`src/rtl/jtgng_sdram_pkg.sv`:
```
// Shared SDRAM arbiter types and defaults; also imported by the SDRAM controller bench.
package jtgng_sdram_pkg;

  typedef enum logic [1:0] {ST_IDLE, ST_ISSUE, ST_WAIT, ST_RFSH} state_e;
  typedef enum logic [1:0] {GT_NONE, GT_STARVE, GT_C0, GT_RR} gtype_e;

  localparam logic [7:0] STARVE_DEF = 8'd64;
  localparam logic [7:0] TOUT_DEF   = 8'd32;
  // Refresh window counter value at which a pending refresh beats client traffic
  localparam logic [6:0] RFSH_FORCE = 7'd63;

  function automatic logic [2:0] oh2idx(input logic [7:0] oh);
    logic [2:0] idx;
    idx = '0;
    for (int i = 0; i < 8; i++) begin
      if (oh[i]) idx = 3'(i);
    end
    return idx;
  endfunction

endpackage

```
`src/rtl/jtgng_sdram_arb_if.sv`:
```
// Arbiter-to-SDRAM-controller request/data bus.
interface jtgng_sdram_arb_if #(parameter int AW = 22);
  logic          sdram_req;
  logic [AW-1:0] sdram_addr;
  logic          sdram_ack;
  logic          data_rdy;
  logic [31:0]   data_read;
  logic          rfsh_req;

  modport master (output sdram_req, sdram_addr, rfsh_req,
                  input  sdram_ack, data_rdy, data_read);
  modport slave  (input  sdram_req, sdram_addr, rfsh_req,
                  output sdram_ack, data_rdy, data_read);
endinterface

```
`src/rtl/jtgng_arb_pick.sv`:
```
// Combinational winner selection: starving clients, then client 0, then round-robin over 1..NC-1.
module jtgng_arb_pick
  import jtgng_sdram_pkg::*;
#(
  parameter int NC = 4
) (
  input  logic [NC-1:0] req,
  input  logic [NC-1:0] starve,
  input  logic [2:0]    ptr,
  output logic [NC-1:0] grant,
  output gtype_e        gtype
);

  logic [NC-1:0] hungry;
  int            cand;

  assign hungry = req & starve;

  always_comb begin
    grant = '0;
    gtype = GT_NONE;
    cand  = 0;
    for (int i = 0; i < NC; i++) begin
      if (gtype == GT_NONE && hungry[i]) begin
        grant[i] = 1'b1;
        gtype    = GT_STARVE;
      end
    end
    if (gtype == GT_NONE && req[0]) begin
      grant[0] = 1'b1;
      gtype    = GT_C0;
    end
    // Search starts after the last round-robin winner and wraps NC-1 -> 1
    for (int k = 1; k < NC; k++) begin
      cand = int'(ptr) + k;
      if (cand >= NC) cand = cand - (NC - 1);
      for (int j = 1; j < NC; j++) begin
        if (gtype == GT_NONE && j == cand && req[j]) begin
          grant[j] = 1'b1;
          gtype    = GT_RR;
        end
      end
    end
  end

endmodule

```
`src/rtl/jtgng_sdram_arb.sv`:
```
// ROM-client arbiter in front of the SDRAM controller: one access in flight, refresh in vblank,
// starvation override and a data timeout watchdog.
module jtgng_sdram_arb
  import jtgng_sdram_pkg::*;
#(
  parameter int         NC     = 4,
  parameter int         AW     = 22,
  parameter logic [7:0] STARVE = STARVE_DEF,
  parameter logic [7:0] TOUT   = TOUT_DEF
) (
  input  logic             clk,
  input  logic             rst_n,
  input  logic             flush,
  input  logic             refresh_en,
  input  logic [NC-1:0]    cl_req,
  input  logic [NC*AW-1:0] cl_addr,
  output logic [NC-1:0]    cl_ok,
  output logic [31:0]      dout,
  output logic             timeout_err,
  jtgng_sdram_arb_if.master sd
);

  state_e        state_q, state_d;
  logic [NC-1:0] grant_q, grant_d, cl_ok_q, cl_ok_d;
  logic [2:0]    ptr_q, ptr_d;
  logic [AW-1:0] addr_q, addr_d, pick_addr;
  logic          sdram_req_q, sdram_req_d, rfsh_req_q, rfsh_req_d;
  logic          timeout_q, timeout_d;
  logic [31:0]   dout_q, dout_d;
  logic [7:0]    tcnt_q, tcnt_d;
  logic [6:0]    rwin_q, rwin_d;
  logic [NC-1:0] starve, pick_grant;
  gtype_e        pick_type;
  logic          do_grant, do_rfsh, tout_hit;

  jtgng_arb_pick #(.NC(NC)) u_pick (
    .req    (cl_req),
    .starve (starve),
    .ptr    (ptr_q),
    .grant  (pick_grant),
    .gtype  (pick_type)
  );

  for (genvar gi = 0; gi < NC; gi++) begin : g_wait
    logic [7:0] wcnt_q, wcnt_d;
    always_comb begin
      wcnt_d = wcnt_q;
      if (flush || !cl_req[gi] || (do_grant && pick_grant[gi])) wcnt_d = '0;
      else if (wcnt_q != 8'hFF) wcnt_d = wcnt_q + 8'd1;
    end
    always_ff @(posedge clk or negedge rst_n) begin
      if (!rst_n) wcnt_q <= '0;
      else        wcnt_q <= wcnt_d;
    end
    assign starve[gi] = (wcnt_q >= STARVE);
  end

  always_comb begin
    pick_addr = '0;
    for (int i = 0; i < NC; i++) begin
      if (pick_grant[i]) pick_addr = cl_addr[i*AW +: AW];
    end
  end

  // Starving clients beat refresh; refresh beats other clients only once the window is old
  always_comb begin
    do_grant = 1'b0;
    do_rfsh  = 1'b0;
    if (state_q == ST_IDLE && !flush) begin
      if (pick_type == GT_STARVE) do_grant = 1'b1;
      else if (refresh_en && (cl_req == '0 || rwin_q >= RFSH_FORCE)) do_rfsh = 1'b1;
      else if (pick_type != GT_NONE) do_grant = 1'b1;
    end
  end

  assign tout_hit = (tcnt_q == TOUT - 8'd1);

  always_ff @(posedge clk or negedge rst_n) begin
    if (!rst_n) begin
      state_q     <= ST_IDLE;
      grant_q     <= '0;
      cl_ok_q     <= '0;
      ptr_q       <= '0;
      addr_q      <= '0;
      sdram_req_q <= 1'b0;
      rfsh_req_q  <= 1'b0;
      timeout_q   <= 1'b0;
      dout_q      <= '0;
      tcnt_q      <= '0;
      rwin_q      <= '0;
    end else begin
      state_q     <= state_d;
      grant_q     <= grant_d;
      cl_ok_q     <= cl_ok_d;
      ptr_q       <= ptr_d;
      addr_q      <= addr_d;
      sdram_req_q <= sdram_req_d;
      rfsh_req_q  <= rfsh_req_d;
      timeout_q   <= timeout_d;
      dout_q      <= dout_d;
      tcnt_q      <= tcnt_d;
      rwin_q      <= rwin_d;
    end
  end

  always_comb begin
    state_d = state_q;
    if (flush) state_d = ST_IDLE;
    else begin
      case (state_q)
        ST_IDLE:  if (do_grant) state_d = ST_ISSUE;
                  else if (do_rfsh) state_d = ST_RFSH;
        ST_ISSUE: if (sd.sdram_ack) state_d = sd.data_rdy ? ST_IDLE : ST_WAIT;
        ST_WAIT:  if (sd.data_rdy || tout_hit) state_d = ST_IDLE;
        ST_RFSH:  if (sd.sdram_ack) state_d = ST_IDLE;
        default:  state_d = ST_IDLE;
      endcase
    end
  end

  always_comb begin
    grant_d     = grant_q;
    cl_ok_d     = '0;
    ptr_d       = ptr_q;
    addr_d      = addr_q;
    sdram_req_d = sdram_req_q;
    rfsh_req_d  = rfsh_req_q;
    timeout_d   = timeout_q;
    dout_d      = dout_q;
    tcnt_d      = tcnt_q;
    case (state_q)
      ST_IDLE: begin
        if (do_grant) begin
          grant_d     = pick_grant;
          addr_d      = pick_addr;
          sdram_req_d = 1'b1;
          if (pick_type == GT_RR) ptr_d = oh2idx(8'(pick_grant));
        end
        if (do_rfsh) rfsh_req_d = 1'b1;
      end
      ST_ISSUE: begin
        if (sd.sdram_ack) begin
          sdram_req_d = 1'b0;
          tcnt_d      = '0;
          if (sd.data_rdy) begin
            dout_d  = sd.data_read;
            cl_ok_d = grant_q;
          end
        end
      end
      ST_WAIT: begin
        if (sd.data_rdy) begin
          dout_d  = sd.data_read;
          cl_ok_d = grant_q;
        end else if (tout_hit) timeout_d = 1'b1;
        else tcnt_d = tcnt_q + 8'd1;
      end
      ST_RFSH: if (sd.sdram_ack) rfsh_req_d = 1'b0;
      default: ;
    endcase
    if (flush) begin
      grant_d     = '0;
      cl_ok_d     = '0;
      ptr_d       = '0;
      sdram_req_d = 1'b0;
      rfsh_req_d  = 1'b0;
      timeout_d   = 1'b0;
    end
  end

  always_comb begin
    rwin_d = rwin_q;
    if (flush || !refresh_en || do_rfsh) rwin_d = '0;
    else if (rwin_q != 7'h7F) rwin_d = rwin_q + 7'd1;
  end

  assign cl_ok         = cl_ok_q;
  assign dout          = dout_q;
  assign timeout_err   = timeout_q;
  assign sd.sdram_req  = sdram_req_q;
  assign sd.sdram_addr = addr_q;
  assign sd.rfsh_req   = rfsh_req_q;

endmodule

```
`src/flat_wrapper.sv`:
```
// flat-port wrapper written by rule: the top's interface ports become plain ports
module jtgng_sdram_arb_flat import jtgng_sdram_pkg::*;
#(
  parameter int         NC     = 4,
  parameter int         AW     = 22,
  parameter logic [7:0] STARVE = STARVE_DEF,
  parameter logic [7:0] TOUT   = TOUT_DEF
)
  (clk, rst_n, flush, refresh_en, cl_req, cl_addr, cl_ok, dout, timeout_err, sd_sdram_req, sd_sdram_addr, sd_rfsh_req, sd_sdram_ack, sd_data_rdy, sd_data_read);
  jtgng_sdram_arb_if #(.AW(AW)) sd_i ();
  input  logic clk;
  input  logic rst_n;
  input  logic flush;
  input  logic refresh_en;
  input  logic [NC-1:0] cl_req;
  input  logic [NC*AW-1:0] cl_addr;
  output logic [NC-1:0] cl_ok;
  output logic [31:0] dout;
  output logic timeout_err;
  output wire logic [$bits(sd_i.sdram_req)-1:0] sd_sdram_req;
  output wire logic [$bits(sd_i.sdram_addr)-1:0] sd_sdram_addr;
  output wire logic [$bits(sd_i.rfsh_req)-1:0] sd_rfsh_req;
  input wire logic [$bits(sd_i.sdram_ack)-1:0] sd_sdram_ack;
  input wire logic [$bits(sd_i.data_rdy)-1:0] sd_data_rdy;
  input wire logic [$bits(sd_i.data_read)-1:0] sd_data_read;
  assign sd_sdram_req = sd_i.sdram_req;
  assign sd_sdram_addr = sd_i.sdram_addr;
  assign sd_rfsh_req = sd_i.rfsh_req;
  assign sd_i.sdram_ack = sd_sdram_ack;
  assign sd_i.data_rdy = sd_data_rdy;
  assign sd_i.data_read = sd_data_read;
  jtgng_sdram_arb #(.NC(NC), .AW(AW), .STARVE(STARVE), .TOUT(TOUT)) u_core (.clk(clk), .rst_n(rst_n), .flush(flush), .refresh_en(refresh_en), .cl_req(cl_req), .cl_addr(cl_addr), .cl_ok(cl_ok), .dout(dout), .timeout_err(timeout_err), .sd(sd_i));
endmodule
```
`config.mk`:
```
export PLATFORM = sky130hd
export DESIGN_NAME = jtgng_sdram_arb_flat
export DESIGN_NICKNAME = d
export VERILOG_FILES = /design/src/rtl/jtgng_sdram_pkg.sv /design/src/rtl/jtgng_sdram_arb_if.sv /design/src/rtl/jtgng_arb_pick.sv /design/src/rtl/jtgng_sdram_arb.sv /design/src/flat_wrapper.sv
export SDC_FILE = /design/constraint.sdc
export NUM_CORES = 1
export LEC_CHECK = 0
export ABC_AREA = 0
export BUFFER_PORTS_ARGS = -buffer_cell sky130_fd_sc_hd__buf_2
export CORE_MARGIN = 3
export CORE_UTILIZATION = 47
export DETAILED_ROUTE_END_ITERATION = 7
export HOLD_SLACK_MARGIN = 0.06
export PLACE_DENSITY = 0.88
export SKIP_LAST_GASP = 1
export SYNTH_ARGS = -nofsm -noshare
export SYNTH_HDL_FRONTEND = slang
export SYNTH_HIERARCHICAL = 1
export SYNTH_SLANG_ARGS = --single-unit
```
`constraint.sdc`:
```
create_clock -name clk -period 3.8 [get_ports clk]
set_clock_uncertainty 0.05 [all_clocks]
set_input_delay 0.38 -clock clk [delete_from_list [all_inputs] [get_ports clk]]
set_output_delay 0.38 -clock clk [all_outputs]
set_load 0.1 [all_outputs]
```
---- After elaboration in Yosys (flattened, before gate mapping) ----
Cells that the tools add are included.
operators by class
  muxes and demuxes ....................... 92
  bitwise gates (word level) .............. 1
  $add $sub $neg .......................... 12
  order comparisons ....................... 8
  equal/unequal tests ..................... 30
  reduce and logical (&&, ||, !) cells .... 84
operator list
  cell                                                               number
  == test 3 x 32 -> 1 bit, first input constant                      6
  2-to-1 mux 32 bit                                                  5
  == test 2 x 32 -> 1 bit, first input constant                      3
  2-to-1 mux 22 bit                                                  4
  2-to-1 mux 8 bit                                                   11
  one-hot mux 32 bit (2 select lines)                                1
  2-to-1 mux 2 bit                                                   22
  adder 8 x 1 -> 8 bit, second input constant                        5
  greater-or-equal comparator 8 x 7 -> 1 bit, second input constant  4
  2-to-1 mux 1 bit                                                   32
  != test 8 bit, second input constant                               4
  logical AND 1 bit                                                  28
  logical NOT 2 bit                                                  14
  2-to-1 mux 4 bit                                                   6
  nonzero test 2 bit                                                 12
  one-hot mux 8 bit (2 select lines)                                 1
  subtractor 4 x 2 -> 5 bit, second input constant                   3
  2-to-1 mux 7 bit                                                   2
  greater-or-equal comparator 4 x 3 -> 1 bit, second input constant  3
  logical OR 1 bit                                                   12
  2-to-1 mux 3 bit                                                   4
  AND reduction 3 bit                                                4
  != test 3 x 2 -> 1 bit, second input constant                      3
  adder 3 x 2 -> 4 bit, second input constant                        2
  other kinds (19)                                                   36
word-level totals
  bits of input ports ..................... 130
  output and inout bits ................... 61
  logic and storage cells ................. 242
  register bits ........................... 117

---- Longest topological paths before layout ----
  word-level depth ........................ 59
  depth in mapped cells ................... 16

---- Modules after synthesis ----
The synthesis kept the hierarchy.
by module, submodules not included
  module           seq. area each (um2)  area each (um2)  times used  cells an instance
  jtgng_sdram_arb  2902.8                5694.2           1           560
  jtgng_arb_pick   0.0                   820.8            1           107

---- Worst setup path before layout ----
Ideal clock, no wire load.
  path kind ............................... flip-flop to flip-flop
  start ................................... reg u_core.ptr_q[0]
  end ..................................... reg u_core.addr_q[0], in the netlist u_core/sd.sdram_addr[0]
  buffers on the path ..................... 2
  cell stages (with the launch flop) ...... 14
  setup time .............................. 78 ps
  required time ........................... 3672 ps
  clock period less this slack ............ 3749 ps
  path slack .............................. 51 ps
  arrival ................................. 3621 ps
  cells stage by stage .................... dfrtp_1 inv_1 ha_1 or4b_4 or3_1 nand3_2 and2b_1 a41oi_1 o221ai_2 clkbuf_1 nor4b_1 clkbuf_1 a221oi_1 a21oi_1
between the ends
  elaborated cells on any way between the ends .. 75
  classes of those cells .................. 6 x add/sub; 3 x order compare; 10 x eq/ne; 28 x mux; 28 x reduce/logical
RTL lines
  element                                                                                  RTL line               RTL
  from (decl)                                                                              jtgng_sdram_arb.sv:25  logic [2:0] ptr_q, ptr_d;
  from (signal assigned)                                                                   jtgng_sdram_arb.sv:95  ptr_q <= ptr_d;
  adder 3 x 1 -> 4 bit                                                                     jtgng_arb_pick.sv:35   cand = int'(ptr) + k;
  subtractor 4 x 2 -> 5 bit or greater-or-equal comparator 4 x 3 -> 1 bit (tied branches)  jtgng_arb_pick.sv:36   if (cand >= NC) cand = cand - (NC - 1);
  2-to-1 mux 32 bit                                                                        jtgng_arb_pick.sv:36
  == test 2 x 32 -> 1 bit                                                                  jtgng_arb_pick.sv:38   if (gtype == GT_NONE && j == cand && req[j]) begin
  logical AND 1 bit (2 in a row)                                                           jtgng_arb_pick.sv:38
  2-to-1 mux 2 bit                                                                         jtgng_arb_pick.sv:38
  logical NOT 2 bit                                                                        jtgng_arb_pick.sv:38
  logical AND 1 bit (2 in a row)                                                           jtgng_arb_pick.sv:38
  [... 17 more ...]                                                                        -
  logical NOT 2 bit                                                                        jtgng_arb_pick.sv:38
  logical AND 1 bit (2 in a row)                                                           jtgng_arb_pick.sv:38
  2-to-1 mux 2 bit                                                                         jtgng_arb_pick.sv:38
  logical NOT 2 bit                                                                        jtgng_arb_pick.sv:38
  logical AND 1 bit (2 in a row)                                                           jtgng_arb_pick.sv:38
  2-to-1 mux 1 bit *                                                                       jtgng_arb_pick.sv:38
  via u_core.pick_grant[2]                                                                 jtgng_sdram_arb.sv:32  logic [NC-1:0] starve, pick_grant;
  2-to-1 mux 22 bit * (2 in a row)                                                         jtgng_sdram_arb.sv:61  if (pick_grant[i]) pick_addr = cl_addr[i*AW +: AW];
  to (signal assigned)                                                                     jtgng_sdram_arb.sv:96  addr_q <= addr_d;
  to (decl)                                                                                jtgng_sdram_arb.sv:26  logic [AW-1:0] addr_q, addr_d, pick_addr;
Mark *: on every way through the listed nets, which the timed path passes. The rest lies on a longest branch.
A chain may end at the register's enable or synchronous reset.

---- Worst setup path in the final report ----
  start ................................... reg u_core.ptr_q[1]
  end ..................................... reg u_core.addr_q[7], in the netlist u_core/sd.sdram_addr[7]
between the ends
  elaborated cells on any way between the ends .. 75
  classes of those cells .................. 6 x add/sub; 3 x order compare; 10 x eq/ne; 28 x mux; 28 x reduce/logical
RTL lines
  element                                                                                  RTL line
  adder 3 x 1 -> 4 bit                                                                     jtgng_arb_pick.sv:35
  subtractor 4 x 2 -> 5 bit or greater-or-equal comparator 4 x 3 -> 1 bit (tied branches)  jtgng_arb_pick.sv:36
  2-to-1 mux 32 bit                                                                        jtgng_arb_pick.sv:36
  == test 2 x 32 -> 1 bit                                                                  jtgng_arb_pick.sv:38
  logical AND 1 bit (2 in a row)                                                           jtgng_arb_pick.sv:38
  2-to-1 mux 2 bit                                                                         jtgng_arb_pick.sv:38
  logical NOT 2 bit                                                                        jtgng_arb_pick.sv:38
  logical AND 1 bit (2 in a row)                                                           jtgng_arb_pick.sv:38
  [... 13 more ...]                                                                        -
  logical NOT 2 bit                                                                        jtgng_arb_pick.sv:38
  logical AND 1 bit (2 in a row)                                                           jtgng_arb_pick.sv:38
  2-to-1 mux 2 bit                                                                         jtgng_arb_pick.sv:38
  logical NOT 2 bit                                                                        jtgng_arb_pick.sv:38
  logical AND 1 bit (2 in a row)                                                           jtgng_arb_pick.sv:38
  2-to-1 mux 1 bit *                                                                       jtgng_arb_pick.sv:38
  via u_core.pick_grant[1]                                                                 jtgng_sdram_arb.sv:32
  2-to-1 mux 22 bit * (3 in a row)                                                         jtgng_sdram_arb.sv:61
Marks and branches as above.

==> flow_summary.toml <==
[place]
place_ws_ns = 0.0533
hpwl_um = 11800
portBuffers = 190
gp_congestion = 0.918

[floorplanning]
initial_core_util_pct = 48.6
row_count = 42
die_h_um = 124
die_area_sq_um = 15300
coreArea_sq_um = 13400
die_x_um = 124
num_io_pins = 191

[cts]
cts_tree = "done"
cts_root_buffer = "clkbuf_16"
cts_max_path_buffers = 2
cts_buffers = 17
numClockSinks = 116
clk_latency_ns = 0.41
h-tree-depth = 4
clkTransAtPathRegs_ns = 0.05

[sta]
slew_violations = 0
rsz0062_at_grt = "true"
final.period_utilization_pct = 95.8
slew_headroom_pct = 58.8
max_clock_freq_ghz = 0.275
setup_violations = 0
hold_violations = 0
worst_pin_slew_ns = 0.618
setup_ws_ns = 0.159
finalCriticalPeriod_ns = 3.64

[routing]
vias_per_cell = 5.81
met1_length_um = 7090
drtIter0Drc = 704
ant_nets = 0
wl_per_cell_um = 16.9
vias = 6143
highest_layer = "met4"
dr.pass1.iters = 7
dr_wl_met3_um = 1480
wl_met2_um = 8790
wirelength_um = 17800
drc = 0

[worst_hold_path]
min_path_type = "input port to flip-flop"
min_path_cells = 2

[worst_setup_path]
reg2regPathDepth = 13
cp_max_fo = 22
arrival_ns = 3.92
end_kind = "flip-flop"
cp_slowest_cell = "or4b_4"
crit_required_ns = 4.08
crit_chain = "inv_1 > ha_2 > or4b_4 > a22oi_1 > or4b_4 > nand3b_4 > o21ai_1 > nor2b_1 > buf_12 > a22oi_1 > nor2_1 > a221oi_1 > a21oi_1"
critPathTopFamily = "simple AND/OR/NAND/NOR gates"
cp_slowest_stage_delay_ns = 0.56
start_kind = "flip-flop"
worst-path-stages = 13
path_buf_inv = 2
crit_type = "flip-flop to flip-flop"

[global_route]
grt_overflow = 0
grt_pass1_vias = 5804
antenna_found_initial = 0
grt_pass1_wl_um = 27100
grt_util_all_layers_pct = 22.2
grt_max_degree = 117

[synthesis]
netlist_instances = 667
synthFlopType = "dfrtp_1"
ys_seq_area_share_pct = 44.6
synth_cell_types = 70
synth_edf_count = 0
synth.cell_area_sq_um = 6510
synth-warning-count = 6
synth.avg_cell_area_sq_um = 9.77
synthArstFlopShare_pct = 100
ys_ff_latch = 116

[pwr]
power.leakage_nw = 4.01
peakVddDrop_uv = 1020
powerDensity_nw_per_um2 = 946

[cells_and_area]
fin_util_pct = 63.2
layout_commonest_cell = "buf_2"
nets = 1018
layout_common_cells = "buf_2, dfrtp_1, nor2_1"
area_growth_pct = 29.9
drive_gt1_share_pct = 34.2
diodes = 0

[job]
cap_violations = 0

[status]
status = "complete, no violations"
## sequential cells by signal, indices dropped and copies added (netlist names), 2 cells and up
| signal | cells |
|---|---|
| u_core/dout | 32 |
| u_core/tcnt_q | 8 |
| u_core/rwin_q | 7 |
| u_core/grant_q | 4 |
| u_core/cl_ok | 4 |
| u_core/ptr_q | 2 |
| u_core/sd.sdram_addr | 22 |
| u_core/g_wait.wcnt_q | 32 |
| u_core/state_q | 2 |
## worst reg2reg max path: cells and delay by family, from the launching register on
kind	cells	cell delay, ns
simple gates	5	1.46
flops	1	0.37
compound gates	5	0.94
buf+inv	2	0.38
fa+ha+maj	1	0.37
## cell families (layout without fill, tap and decap cells)
kind of cell,after synthesis,after routing,share of synthesized area [%]
AND/OR/NAND/NOR,262,262,20.6
flip-flops,116,116,44.6
XOR/XNOR,20,20,2.80
buffers and inverters,49,257,3.28
adder cells (fa/ha/maj),18,18,3.46
multiplexers,47,47,7.84
other,1,8,0.0576
AO/OA/AOI/OAI,154,154,17.4
## timing repair
action / CTS / global route
gates cloned: 0 / 1
pin swaps: 0 / 2
endpoints found under the setup margin: 9 / 58
hold buffers: 1 / 0
endpoints found under the hold margin: 104 / 0
gates resized for setup: 1 / 18
buffers inserted: 0 / 1
## synth_stat cells (all sizes together), types with 9 or more instances
library cell	instances	area share [%]
mux2	32	5.5
inv	18	1.0
nand2	33	1.9
ha	18	3.5
xor2	14	2.0
nand3	22	1.8
and2	9	0.88
a21oi	40	3.4
mux2i	15	2.3
nor3	12	0.92
clkbuf	17	0.98
a31oi	9	0.86
and3	12	1.2
buf	14	1.3
dfrtp	116	45
o21ai	18	1.4
a22oi	26	3.0
nor2	109	6.3
a221oi	22	3.0
## area by class of cell
| class | instances | area (sq um) |
|---|---|---|
| fill | 1029 | 4930 |
| clock buffer | 23 | 498 |
| timing repair buffer | 208 | 1160 |
| multi-input combinational | 509 | 3510 |
| sequential | 116 | 2900 |
| clock inverter | 8 | 98.8 |
| tap | 176 | 220 |
| inverter | 18 | 67.6 |
## per-layer routing
layer | up-vias | track usage (%)
met5 | - | 0
met4 | 0 | 9.69
met3 | 50 | 6.22
met2 | 338 | 35.5
met1 | 2901 | 28.2
li1 | 2854 | -
## power breakdown
| group | total, mW | leakage, nW | internal [mW] | switching, mW |
|---|---|---|---|---|
| Combinational | 4.64 | 2.23 | 1.12 | 3.52 |
| Clock | 1.60 | 0.291 | 1.05 | 0.551 |
| Sequential | 1.77 | 1.49 | 1.58 | 0.190 |
## worst paths after layout
| path | from | endpoint | slack (ns) |
|---|---|---|---|
| max | u_core/ptr_q[1] | u_core/sd.sdram_addr[7] | 0.16 |
| min | sd_data_read[5] | u_core/dout[5] | 0.14 |
| max reg2reg | u_core/ptr_q[1] | u_core/sd.sdram_addr[7] | 0.16 |
| min reg2reg | u_core/dout[5] | u_core/dout[5] | 0.45 |
| max in group asynchronous | rst_n | u_core/g_wait[0].wcnt_q[3] | 2.69 |
| min in group asynchronous | rst_n | u_core/dout[5] | 0.53 |
## metrics by stage
stage          power [mW]  setup TNS (ns)  instances  area, sq um  hold WS (ns)
2_1_floorplan        5.35               0        674         6540        0.0344
3_3_place_gp         6.14               0       1024         7740         0.433
3_5_place_dp         6.23               0       1024         7740         0.438
4_1_cts              7.88               0       1056         8350         0.131
5_1_grt              8.35         -0.0525       1058         8470         0.141
6_report             8.01               0       1058         8470         0.144
Power figures use the tool's default switching activity.
